==> config.mk <==
export PLATFORM = sky130hd
export DESIGN_NAME = trakball_qdec
export DESIGN_NICKNAME = d
export VERILOG_FILES = /design/src/rtl/trakball_qdec.sv
export SDC_FILE = /design/constraint.sdc
export NUM_CORES = 1
export LEC_CHECK = 0
export ABC_AREA = 0
export BUFFER_PORTS_ARGS = -buffer_cell sky130_fd_sc_hd__buf_2
export CAP_MARGIN = 20
export CORE_ASPECT_RATIO = 0.7
export CORE_MARGIN = 2
export CORE_UTILIZATION = 64
export CTS_CLUSTER_DIAMETER = 100
export CTS_CLUSTER_SIZE = 14
export DETAILED_ROUTE_END_ITERATION = 8
export HOLD_SLACK_MARGIN = 0.02
export PLACE_DENSITY = 0.84
export SLEW_MARGIN = 10
export SYNTH_ARGS = -nofsm -noshare
export SYNTH_HDL_FRONTEND = slang
export SYNTH_SLANG_ARGS = --single-unit
==> constraint.sdc <==
create_clock -name clk12m -period 3.5 [get_ports clk12m]
set_input_delay 0.35 -clock clk12m [delete_from_list [all_inputs] [get_ports clk12m]]
set_output_delay 0.35 -clock clk12m [all_outputs]
set_load 0.01 [all_outputs]
==> src/rtl/trakball_qdec.sv <==
// Trackball quadrature decoder: synchronizes and filters the two {A,B} pairs, decodes them into
// 4-bit wrapping position counters, and can instead step the counters from emulation buttons.
module trakball_qdec #(
   parameter int unsigned FILT_CYC = 4,
   parameter int unsigned EMU_DIV  = 12000
) (
   input  logic       clk12m,
   input  logic       reset,
   input  logic       qa_h,
   input  logic       qb_h,
   input  logic       qa_v,
   input  logic       qb_v,
   input  logic       emu_en,
   input  logic       emu_left,
   input  logic       emu_right,
   input  logic       emu_up,
   input  logic       emu_down,
   output logic [7:0] trakball_o,
   output logic       dir_h_o,
   output logic       dir_v_o,
   output logic       err_o
);

   localparam int unsigned     DivW    = $clog2(EMU_DIV);
   localparam logic [3:0]      FiltMax = 4'(FILT_CYC - 1);
   localparam logic [DivW-1:0] DivMax  = DivW'(EMU_DIV - 1);

   // Index 0 is the horizontal axis, index 1 the vertical axis.
   logic [1:0][1:0] raw;
   logic [1:0][1:0] sync1_q, sync1_d, sync2_q, sync2_d;
   logic [1:0][1:0] cand_q, cand_d, acc_q, acc_d;
   logic [1:0][3:0] fcnt_q, fcnt_d, pos_q, pos_d;
   logic [1:0]      dir_q, dir_d, init_q, init_d;
   logic [1:0]      emu_inc, emu_dec;
   logic            err_q, err_d;
   logic [DivW-1:0] div_q, div_d;
   logic            tick;
   logic            accept;
   logic [1:0]      step;

   assign raw[0]  = {qa_h, qb_h};
   assign raw[1]  = {qa_v, qb_v};
   assign tick    = emu_en && (div_q == DivMax);
   assign emu_inc = {emu_up & ~emu_down, emu_right & ~emu_left};
   assign emu_dec = {emu_down & ~emu_up, emu_left & ~emu_right};

   // Position of a state along the +1 cycle 00,01,11,10.
   function automatic logic [1:0] gray_idx(input logic [1:0] ab);
      return {ab[1], ab[1] ^ ab[0]};
   endfunction

   always_comb begin
      sync1_d = raw;
      sync2_d = sync1_q;
      cand_d  = cand_q;
      fcnt_d  = fcnt_q;
      acc_d   = acc_q;
      pos_d   = pos_q;
      dir_d   = dir_q;
      init_d  = init_q;
      err_d   = err_q;
      accept  = 1'b0;
      step    = 2'd0;
      div_d   = '0;
      if (emu_en) begin
         div_d = tick ? '0 : div_q + 1'b1;
      end

      for (int ax = 0; ax < 2; ax++) begin
         if (sync2_q[ax] != cand_q[ax]) begin
            cand_d[ax] = sync2_q[ax];
            fcnt_d[ax] = 4'd0;
         end else if (fcnt_q[ax] != FiltMax) begin
            fcnt_d[ax] = fcnt_q[ax] + 4'd1;
         end

         accept = (fcnt_q[ax] == FiltMax) && ((cand_q[ax] != acc_q[ax]) || init_q[ax]);
         step   = gray_idx(cand_q[ax]) - gray_idx(acc_q[ax]);
         if (accept) begin
            acc_d[ax] = cand_q[ax];
            if (!emu_en) begin
               if (init_q[ax]) begin
                  init_d[ax] = 1'b0;
               end else begin
                  case (step)
                     2'd1: begin
                        pos_d[ax] = pos_q[ax] + 4'd1;
                        dir_d[ax] = 1'b0;
                     end
                     2'd3: begin
                        pos_d[ax] = pos_q[ax] - 4'd1;
                        dir_d[ax] = 1'b1;
                     end
                     2'd2:    err_d = 1'b1;
                     default: ;
                  endcase
               end
            end
         end

         // Holding init while emulating makes the first accepted value after exit a silent reload.
         if (emu_en) begin
            init_d[ax] = 1'b1;
            if (tick && emu_inc[ax]) begin
               pos_d[ax] = pos_q[ax] + 4'd1;
               dir_d[ax] = 1'b0;
            end else if (tick && emu_dec[ax]) begin
               pos_d[ax] = pos_q[ax] - 4'd1;
               dir_d[ax] = 1'b1;
            end
         end
      end
   end

   always_ff @(posedge clk12m or posedge reset) begin
      if (reset) begin
         sync1_q <= '0;
         sync2_q <= '0;
         cand_q  <= '0;
         fcnt_q  <= '0;
         acc_q   <= '0;
         pos_q   <= '0;
         dir_q   <= '0;
         init_q  <= '1;
         err_q   <= 1'b0;
         div_q   <= '0;
      end else begin
         sync1_q <= sync1_d;
         sync2_q <= sync2_d;
         cand_q  <= cand_d;
         fcnt_q  <= fcnt_d;
         acc_q   <= acc_d;
         pos_q   <= pos_d;
         dir_q   <= dir_d;
         init_q  <= init_d;
         err_q   <= err_d;
         div_q   <= div_d;
      end
   end

   assign trakball_o = {pos_q[1], pos_q[0]};
   assign dir_h_o    = dir_q[0];
   assign dir_v_o    = dir_q[1];
   assign err_o      = err_q;

endmodule

After elaboration in Yosys (flattened, before gate mapping)

Index checks and enable logic that the tools add are counted.

Flip-flop bits (word level): 51
Logic and storage cells: 112
Output and inout bits: 11

Mux-type cells: 46
Reduce and logical (&&, ||, !) cells: 13
Add/subtract/negate cells: 9
Equal/unequal tests: 15
Bitwise operators: 12

Operators by type and width:

| cell                    | count |
|---|---|
| $mux W4                 | 16 |
| $mux W14                | 2 |
| $mux W1                 | 24 |
| $add A4 B1 Y4 const B   | 4 |
| $pmux W4 S2             | 2 |
| $add A14 B1 Y14 const B | 1 |
| $eq A14 B14 Y1 const B  | 1 |
| $eq A2 B2 Y1 const B    | 4 |
| $eq A4 B2 Y1 const B    | 2 |
| $ne A2 B2 Y1            | 4 |
| $ne A4 B2 Y1 const B    | 2 |
| $reduce_bool A2 Y1      | 4 |
| $sub A4 B1 Y4 const B   | 2 |
| $logic_and A1 B1 Y1     | 7 |
| $and A1 B1 Y1           | 4 |
| $eq A2 B1 Y1 const B    | 2 |
| $not A1 Y1              | 4 |
| $pmux W1 S2             | 2 |
| $sub A2 B2 Y2           | 2 |
| $xor A1 B1 Y1           | 4 |
| $logic_or A1 B1 Y1      | 2 |

Depth between registers and ports, before layout

Gate-level depths: netlist of run 1.

Word-level depth: 11
Depth in mapped cells: 8
Gate-level depth less buffers: 7

Least setup slack after synthesis of run 1

Ideal clock, no wire load.

Kind: reg-to-reg
Start: register cand_q[2] (netlist bit)
End: register pos_q (netlist bit trakball_o[5])
Setup time: 0.072 ns
Setup slack: 1.414 ns
Arrival time: 2.013 ns
Path buffers: 1
Clock period less this slack: 2.086 ns
Stages on the path, launching flop included: 9
Cell sequence: dfrtp_1 > clkbuf_1 > xnor2_1 > ha_1 > nor3_1 > a21oi_1 > a2111oi_0 > o311ai_1 > nor2_1

RTL lines:

| what                   | line | RTL |
|---|---|---|
| from (decl)            | 31   | `logic [1:0][1:0] cand_q, cand_d, acc_q, acc_d;` |
| from (signal assigned) | 130  | `cand_q <= cand_d;` |
| to (signal assigned)   | 133  | `pos_q <= pos_d;` |
| to (decl)              | 32   | `logic [1:0][3:0] fcnt_q, fcnt_d, pos_q, pos_d;` |

==> results.yml, run 1 <==
timing:
  fmax_mhz: 416
  rsz0062_at_grt: "no"
  skew_ps: 6.99
  finalSetupViolCount: 0
  finalHoldViolCount: 0
  slew_headroom: 0.443
  setup_tns_ps: 0
  slew_violations: 0
  finalCriticalPeriod_ps: 2400
  worst_slack_ps: 1100
  tightest_slew_ps: 827
  period_share: 0.687
pwr:
  p_per_area_nw_per_um2: 451
  ir_drop_uv: 280
  p_leak_nw: 1.32
synth:
  syn_nets: 309
  async_flop_share: 1.00
  netlist.top_cell.by_area: "dfrtp_1"
  synth_top_area_frac: 0.420
  ys_types: 60
  synth_enable_flop_cells: 0
  synth_area_leaders: "dfrtp_1 42%, xnor2_1 6.9%, nor2_1 4.2%, ha_1 3.9%, xor2_1 3.6%"
  synth_ff_type: "dfrtp_1"
  syn_inst: 289
  syn_avg_cell_area_sq_um: 10.1
  ys_warn_count: 0
  ys_seq_elements: 51
  syn-cell-area_sq_um: 2920
  ys_seq_area_frac: 0.438
die:
  core-area_sq_um: 4350
  dieArea_sq_um: 5120
  num_io_pins: 22
  start_util: 0.670
  die_height_microns: 60.5
  num_rows: 20
  die_w_microns: 84.7
run:
  maxCapViolCount: 0
placed_design:
  place_inst: 349
  dp_slack_ps: 1230
  gp_congestion: 0.853
  io_buffers: 21
  dp_hpwl_microns: 3750
  dpl_cell_area_sq_um: 3000
drt:
  num_vias: 2135
  via_per_inst: 5.95
  drc: 0
  drtPass1Iterations: 4
  drtIter0Drc: 99
  drtAntennaViolNets: 0
  wl_per_cell_microns: 14.9
  routed_wl_microns: 5360
clocking:
  cts_root_buf: "clkbuf_8"
  numCtsBuffers: 5
  cts_buffer_depth: 2
  postCtsSetupBuffers: 0
  clkLatencyLatePin_ps: 310
  clk_pin_slew_ps: 90
  cts_max_level: 2
  clkSinkCount: 51
  cts_tree: "yes"
finish:
  finalNetCount: 323
  diodes: 0
  layout.cells.non_filler: 359
  drive_gt1_frac: 0.158
  final_area_sq_um: 3120
  mostFrequentLayoutCells: "49 x dfrtp_1, 33 x nor2_1, 23 x xnor2_1"
  fillers: 330
  syn2layout_area_growth_pct: 6.91
  layout_commonest_cell: "dfrtp_1"
setup_path:
  ff2ff_setup_slack_ps: 1100
  path_cells: "xnor2_1 > ha_1 > nor3_1 > a21oi_1 > a2111oi_0 > o311ai_1 > nor2_1"
  worst_path_max_delay_cell: "a2111oi_0"
  path_class: "register to register"
  cp_top_family: "compound AO/OA/AOI/OAI gates"
  path_max_fanout: 5
  path_buf_inv: 0
  max_stage_delay_ps: 550
  cp_num_cells: 7
  end_kind: "register"
  critPathArrivalTime_ps: 2630
  cp_data_required_time_ps: 3730
  worst_setup_path_start_kind: "register"
  ff2ff_path_depth: 7
global_route:
  grt-ovfl-total: 0
  antenna_found_initial: 0
  grt_pass1_vias: 1923
  grt_use_total: 0.231
  grt_max_degree: 52
  grt_pass1_wl_microns: 9120
min_path:
  hold_depth: 1
  worstHoldPathType: "input pin to register"
status:
  status: "completed"
## where the power goes
part | switching [W] | total, W | internal [W]
registers | 0.0000545 | 0.000682 | 0.000627
clock network | 0.000201 | 0.000345 | 0.000144
logic | 0.000213 | 0.000379 | 0.000166
total | 0.000468 | 0.00141 | 0.000937
## synth_stat cells, drive strengths merged (2+ instances only)
cell,instances
clkbuf,11
xor2,12
or4,2
o21ai,11
a32oi,2
a211oi,5
a21o,2
or3,2
ha,9
and2,5
and3,4
buf,5
nand2b,3
nor2,34
a221oi,2
a21oi,9
inv,7
o311ai,2
mux2,8
xnor2,23
nor3b,2
nor3,7
nand4,7
dfrtp,49
nor4,2
o22ai,4
or3b,2
mux2i,3
o31ai,3
nor2b,4
nand3,12
dfstp,2
nand2,18
## per-layer routing
layer | GRT usage | part of all wire | vias up
met4 | 0.107 | 0.027 | 0
li1 | - | - | 1040
met2 | 0.355 | 0.44 | 70
met5 | 0 | 0 | -
met3 | 0.0449 | 0.054 | 17
met1 | 0.324 | 0.47 | 1008
## final timing paths
path,startpoint,end
max,cand_q[2]$_DFFE_PP0N_,trakball_o[5]$_DFF_PP0_
min,qa_v,sync1_q[3]$_DFF_PP0_
max in group asynchronous,reset,init_q[0]$_DFFE_PP1P_
min in group asynchronous,reset,sync2_q[2]$_DFF_PP0_
max reg2reg,cand_q[2]$_DFFE_PP0N_,trakball_o[5]$_DFF_PP0_
min reg2reg,sync1_q[1]$_DFF_PP0_,sync2_q[1]$_DFF_PP0_
## area by class of cell
| class | count | area [sq um] | area share |
|---|---|---|---|
| timing repair buffer | 23 | 135 | 0.0433 |
| clock buffer | 6 | 72.6 | 0.0233 |
| sequential | 51 | 1280 | 0.410 |
| tap | 55 | 68.8 | 0.0221 |
| multi-input combinational | 215 | 1520 | 0.488 |
| clock inverter | 2 | 16.3 | 0.00522 |
| inverter | 7 | 26.3 | 0.00843 |
## stage by stage
stage	utilization	power, W	hold slack, ps
final	0.716	0.00141	139
after global routing	0.716	0.00149	122
after CTS	0.709	0.00141	134
after detailed placement	0.689	0.00106	337
after global placement	0.689	0.00105	332
after floorplan	-	0.000985	331
## registers in the layout, indices dropped and copies added (netlist names), 2 cells and up
register,cells
cand_q,4
acc_q,4
div_q,14
dir_q,2
fcnt_q,8
init_q,2
sync1_q,4
sync2_q,4
trakball_o,8
## cells by family (layout without fill, tap and decap cells)
logic type	count (synthesis)	in the layout	share of synthesized area
AND/OR/NAND/NOR	108	108	0.197
flip-flops	51	51	0.438
XOR/XNOR	37	37	0.121
multiplexers	11	11	0.0412
adder cells (fa/ha/maj)	9	9	0.0386
AO/OA/AOI/OAI	50	50	0.123
buffers and inverters	23	38	0.0403
## timing repair
item / 4_1_cts / 5_1_grt
gates resized for setup: 0 / 0
endpoints found under the hold margin: 0 / 12
hold buffers: 0 / 1
(Power assumes the default switching activity.)
==> inputs of run 2 (changes only) <==
CORE_UTILIZATION = 60   (was 64)
PLACE_DENSITY = 0.8   (was 0.84)
clock period = 2.25 ns   (was 3.5 ns; I/O delays follow)
==> results.yml, run 2 (synthesis gave the netlist of run 1 again) <==
clocking:
  numCtsBuffers: 5
  cts_tree: "yes"
  clkSinkCount: 51
  clk_pin_slew_ps: 100
  cts_root_buf: "clkbuf_8"
  cts_buffer_depth: 2
  cts_max_level: 2
  clkLatencyLatePin_ps: 310
placed_design:
  io_buffers: 21
  gp_congestion: 0.863
  dpl_cell_area_sq_um: 3080
  dp_hpwl_microns: 3990
drt:
  drc: 0
  via_per_inst: 5.87
  drtPass1Iterations: 4
  drtAntennaViolNets: 0
  wl_per_cell_microns: 14.8
  drtIter0Drc: 140
  num_vias: 2197
  routed_wl_microns: 5520
global_route:
  grtUsageMet2: 0.319
  grt_pass1_wl_microns: 9550
  use_met3: 0.0479
  top_usage_layer: "met1"
  antenna_found_initial: 0
  grt_pass1_vias: 2059
  grt-ovfl-total: 0
  grt_use_total: 0.224
  grt_max_degree: 52
  use_met1: 0.339
timing:
  finalCriticalPeriod_ps: 2120
  slew_headroom: 0.581
  rsz0062_at_grt: "no"
  tightest_slew_ps: 628
  finalSetupViolCount: 0
  fmax_mhz: 472
  skew_ps: 7.27
  period_share: 0.942
  timing.hold.ws_ps: 56.0
  setup_tns_ps: 0
  slew_violations: 0
  finalHoldViolCount: 0
status:
  status: "completed"
finish:
  mostFrequentLayoutCells: "49 x dfrtp_1, 33 x nor2_1, 23 x xnor2_1"
  syn2layout_area_growth_pct: 10.5
  layout_commonest_cell: "dfrtp_1"
  final_area_sq_um: 3220
  fillers: 380
  fin_util: 0.681
  diodes: 0
  max_flop_register: "div_q"
  finalNetCount: 336
  largest_reg_flops: 14
  drive_gt1_frac: 0.189
run:
  maxCapViolCount: 0
setup_path:
  cp_data_required_time_ps: 2490
  end_kind: "register"
  critPathArrivalTime_ps: 2360
  max_stage_delay_ps: 400
  path_buf_inv: 0
  worst_setup_path_start_kind: "register"
  cp_top_family: "simple AND/OR/NAND/NOR gates"
  path_class: "register to register"
  path_cells: "ha_1 > or3b_1 > a2111o_4 > nor3_2 > mux2_1 > a21oi_1"
  worst_path_max_delay_cell: "dfrtp_1"
  path_max_fanout: 5
die:
  die_height_microns: 62.3
  die_w_microns: 87.3
  num_rows: 21
  start_util: 0.617
  dieArea_sq_um: 5440
  num_io_pins: 22
  core-area_sq_um: 4730
pwr:
  finalPower_w: 0.00220
  p_leak_nw: 1.38
  p_per_area_nw_per_um2: 684
  ir_drop_uv: 463
min_path:
  worstHoldPathType: "input pin to asynchronous set/reset pin"
[run 2: cell types whose count changed in the layout (fill, tap and decap cells not counted), sizes merged]
| cell | previous run | this run |
|---|---|---|
| buf | 22 | 32 |
| clkbuf | 6 | 5 |
| clkinv | 0 | 2 |
| clkinvlp | 1 | 0 |
| dlygate4sd3 | 1 | 4 |
[run 2: where the power goes]
part / internal (W) / switching [W] / leakage (nW)
sequential: 0.000976 / 0.0000818 / 0.647
combinational: 0.000265 / 0.000338 / 0.686
clock: 0.000223 / 0.000321 / 0.0485
total: 0.00146 / 0.000740 / 1.38
[run 2: per-layer routing]
layer  up-vias  part of all wire
met5         -                 0
met4         0             0.012
met3         8             0.048
met2        57              0.45
met1      1059              0.49
li1       1073                 -
[run 2: layout make-up]
| type | count | area (sq um) | share of cell area |
|---|---|---|---|
| clock buffer | 5 | 68.8 | 0.0214 |
| clock inverter | 3 | 22.5 | 0.00699 |
| inverter | 7 | 26.3 | 0.00816 |
| multi-input combinational | 215 | 1530 | 0.474 |
| sequential | 51 | 1280 | 0.397 |
| tap | 57 | 71.3 | 0.0221 |
| timing repair buffer | 36 | 228 | 0.0707 |
[run 2: path summary, 6_finish.rpt]
path | start | to | slack [ps] | depth (start not counted)
max in group asynchronous | reset | trakball_o[7]$_DFF_PP0_ | 1760 | 3
min in group clk12m | emu_right | dir_q[0]$_DFF_PP0_ | 140 | 2
worst max register to register | fcnt_q[0]$_DFFE_PP0P_ | trakball_o[2]$_DFF_PP0_ | 130 | 6
worst min register to register | sync1_q[2]$_DFF_PP0_ | sync2_q[2]$_DFF_PP0_ | 360 | 0
worst min-delay path | reset | sync1_q[1]$_DFF_PP0_ | 60 | 3
worst max-delay path | fcnt_q[0]$_DFFE_PP0P_ | trakball_o[2]$_DFF_PP0_ | 130 | 6
[run 2: metrics by stage]
step | instances | setup WS (ps)
6_report | 374 | 132
3_3_place_gp | 362 | 156
3_5_place_dp | 362 | 44.3
5_1_grt | 374 | 8.71
2_1_floorplan | 289 | 164
4_1_cts | 374 | 26.3
[run 2: tightest hold or removal path: stages]
cell and delay (ps):
buf_2 100, inv_2 30, buf_4 490
[run 2: repair_timing]
action | in CTS | in global routing
hold endpoints to repair | 4 | 0
setup endpoints to repair | 0 | 2
hold buffers | 4 | 0
gates resized for setup | 0 | 2
setup buffers | 0 | 0
==> inputs of run 3 (changes only) <==
CELL_PAD_IN_SITES_DETAIL_PLACEMENT = 1   (was not set)
CELL_PAD_IN_SITES_GLOBAL_PLACEMENT = 1   (was not set)
CORE_UTILIZATION = 47   (was 60)
PLACE_DENSITY = not set   (was 0.8)
PLACE_DENSITY_LB_ADDON = 0.1   (was not set)
==> results.yml, run 3 (synthesis gave the netlist of run 1 again) <==
setup_path:
  path_buf_inv: 0
  end_kind: "register"
  max_stage_delay_ps: 410
  ff2ff_path_depth: 6
  path_class: "register to register"
  path_cells: "ha_2 > or3b_1 > a2111o_4 > nor3_2 > mux2_1 > a21oi_1"
  r2r-start: "fcnt_q[0]$_DFFE_PP0P_"
  worst_setup_path_start_kind: "register"
  reg2reg_to: "trakball_o[2]$_DFF_PP0_"
  critPathArrivalTime_ps: 2350
  worst_path_max_delay_cell: "a2111o_4"
  path_max_fanout: 5
  cp_top_family: "simple AND/OR/NAND/NOR gates"
  cp_data_required_time_ps: 2480
  ff2ff_setup_slack_ps: 130
timing:
  rsz0062_at_grt: "no"
  setup_tns_ps: 0
  finalHoldViolCount: 0
  slew_violations: 0
  finalSetupViolCount: 0
  fmax_mhz: 473
  period_share: 0.940
  worst_slack_ps: 134
  finalCriticalPeriod_ps: 2120
  skew_ps: 7.08
  tightest_slew_ps: 535
  slew_headroom: 0.643
pwr:
  p_int_w: 0.00161
  ir_drop_uv: 294
  p_per_area_nw_per_um2: 722
  p_comb_frac: 0.284
  clkPwrFrac: 0.277
  sw_frac_of_total: 0.328
  p_leak_nw: 1.41
  power_frac_seq: 0.439
  switching_power_w: 0.000785
die:
  start_util: 0.497
  core-area_sq_um: 5870
  num_rows: 23
  die_w_microns: 98.2
  num_io_pins: 22
  die_height_microns: 69.9
  dieArea_sq_um: 6860
clocking:
  cts_buffer_depth: 2
  numCtsBuffers: 5
  cts_max_level: 2
  postCtsSetupBuffers: 0
  clkLatencyLatePin_ps: 310
  clkSinkCount: 51
  clk_pin_slew_ps: 100
  cts_root_buf: "clkbuf_8"
  cts_tree: "yes"
run:
  maxCapViolCount: 0
drt:
  routed_wl_microns: 6720
  via_per_inst: 5.67
  num_vias: 2252
  drtPass1Iterations: 4
  wl_per_cell_microns: 16.9
  drtAntennaViolNets: 0
  drtIter0Drc: 70
  drc: 0
status:
  status: "completed"
finish:
  mostFrequentLayoutCells: "49 x dfrtp_1, 33 x nor2_1, 23 x xnor2_1"
  layout.cells.non_filler: 397
  diodes: 0
  fillers: 671
  layout_commonest_cell: "dfrtp_1"
  drive_gt1_frac: 0.202
  finalNetCount: 341
  syn2layout_area_growth_pct: 13.7
  largest_reg_flops: 14
  max_flop_register: "div_q"
global_route:
  grt-ovfl-total: 0
  grt_pass1_vias: 2336
  grt_use_total: 0.211
  grt_max_degree: 25
  antenna_found_initial: 0
  grt_pass1_wl_microns: 11600
min_path:
  hp-start: "emu_right"
  worstHoldEndpoint: "dir_q[0]$_DFF_PP0_"
  worstHoldPathType: "input pin to register"
  hold_depth: 2
placed_design:
  place_inst: 384
  dp_slack_ps: 75.6
  io_buffers: 21
  dp_hpwl_microns: 4970
  gp_congestion: 0.789
[run 3: cell types whose count changed in the layout (fill, tap and decap cells not counted), sizes merged]
cell         delta
clkinvlp        +1
dlygate4sd3     +1
bufinv          +1
buf             +4
clkinv          -2
[run 3: how the worst max path moves through the flow]
| stage | endpoint | cells after the start | start |
|---|---|---|---|
| after CTS | dir_q[1]$_DFF_PP0_ | 7 | acc_q[2]$_DFFE_PP0P_ |
| after detailed placement | dir_q[1]$_DFF_PP0_ | 7 | acc_q[2]$_DFFE_PP0P_ |
| after global routing | trakball_o[7]$_DFF_PP0_ | 7 | acc_q[2]$_DFFE_PP0P_ |
| after global placement | trakball_o[5]$_DFF_PP0_ | 8 | acc_q[2]$_DFFE_PP0P_ |
| after floorplan | trakball_o[5]$_DFF_PP0_ | 8 | cand_q[2]$_DFFE_PP0N_ |
| final | trakball_o[2]$_DFF_PP0_ | 6 | fcnt_q[0]$_DFFE_PP0P_ |
[run 3: cell type report]
type | instances | area (sq um) | share of cell area
Clock inverter | 3 | 46.3 | 0.0140
Clock buffer | 5 | 68.8 | 0.0207
Inverter | 7 | 26.3 | 0.00792
Multi-Input combinational cell | 215 | 1540 | 0.463
Sequential cell | 51 | 1280 | 0.386
Tap cell | 75 | 93.8 | 0.0283
Timing Repair Buffer | 41 | 268 | 0.0807
[run 3: metal layers]
metal / wire, microns / vias up / track usage / part of all wire
li1: - / 1082 / - / -
met1: 3360 / 1118 / 0.306 / 0.50
met2: 3040 / 48 / 0.333 / 0.45
met3: 275 / 4 / 0.0390 / 0.041
met4: 40 / 0 / 0.0457 / 0.0060
met5: 0 / - / 0 / 0
[run 3: stage by stage]
step | cell area, sq um | total power (W) | utilization | hold WS (ps)
2_1_floorplan | 2920 | 0.00153 | - | 256
3_3_place_gp | 3140 | 0.00170 | 0.534 | 287
3_5_place_dp | 3140 | 0.00172 | 0.534 | 295
4_1_cts | 3310 | 0.00241 | 0.563 | 140
5_1_grt | 3320 | 0.00253 | 0.565 | 162
6_report | 3320 | 0.00239 | 0.565 | 146
[run 3: repair_timing]
action	4_1_cts	5_1_grt
gates resized for setup	1	3
endpoints found under the hold margin	24	0
setup endpoints to repair	1	3
hold buffers	5	0
[run 3: power groups by stage]
stage / sequential, W / clock [W] / combinational [W]
2_1_floorplan: 0.00106 / 0 / 0.000476
3_3_place_gp: 0.00106 / 0 / 0.000641
3_5_place_dp: 0.00107 / 0 / 0.000654
4_1_cts: 0.00105 / 0.000686 / 0.000673
5_1_grt: 0.00106 / 0.000720 / 0.000754
6_report: 0.00105 / 0.000663 / 0.000680
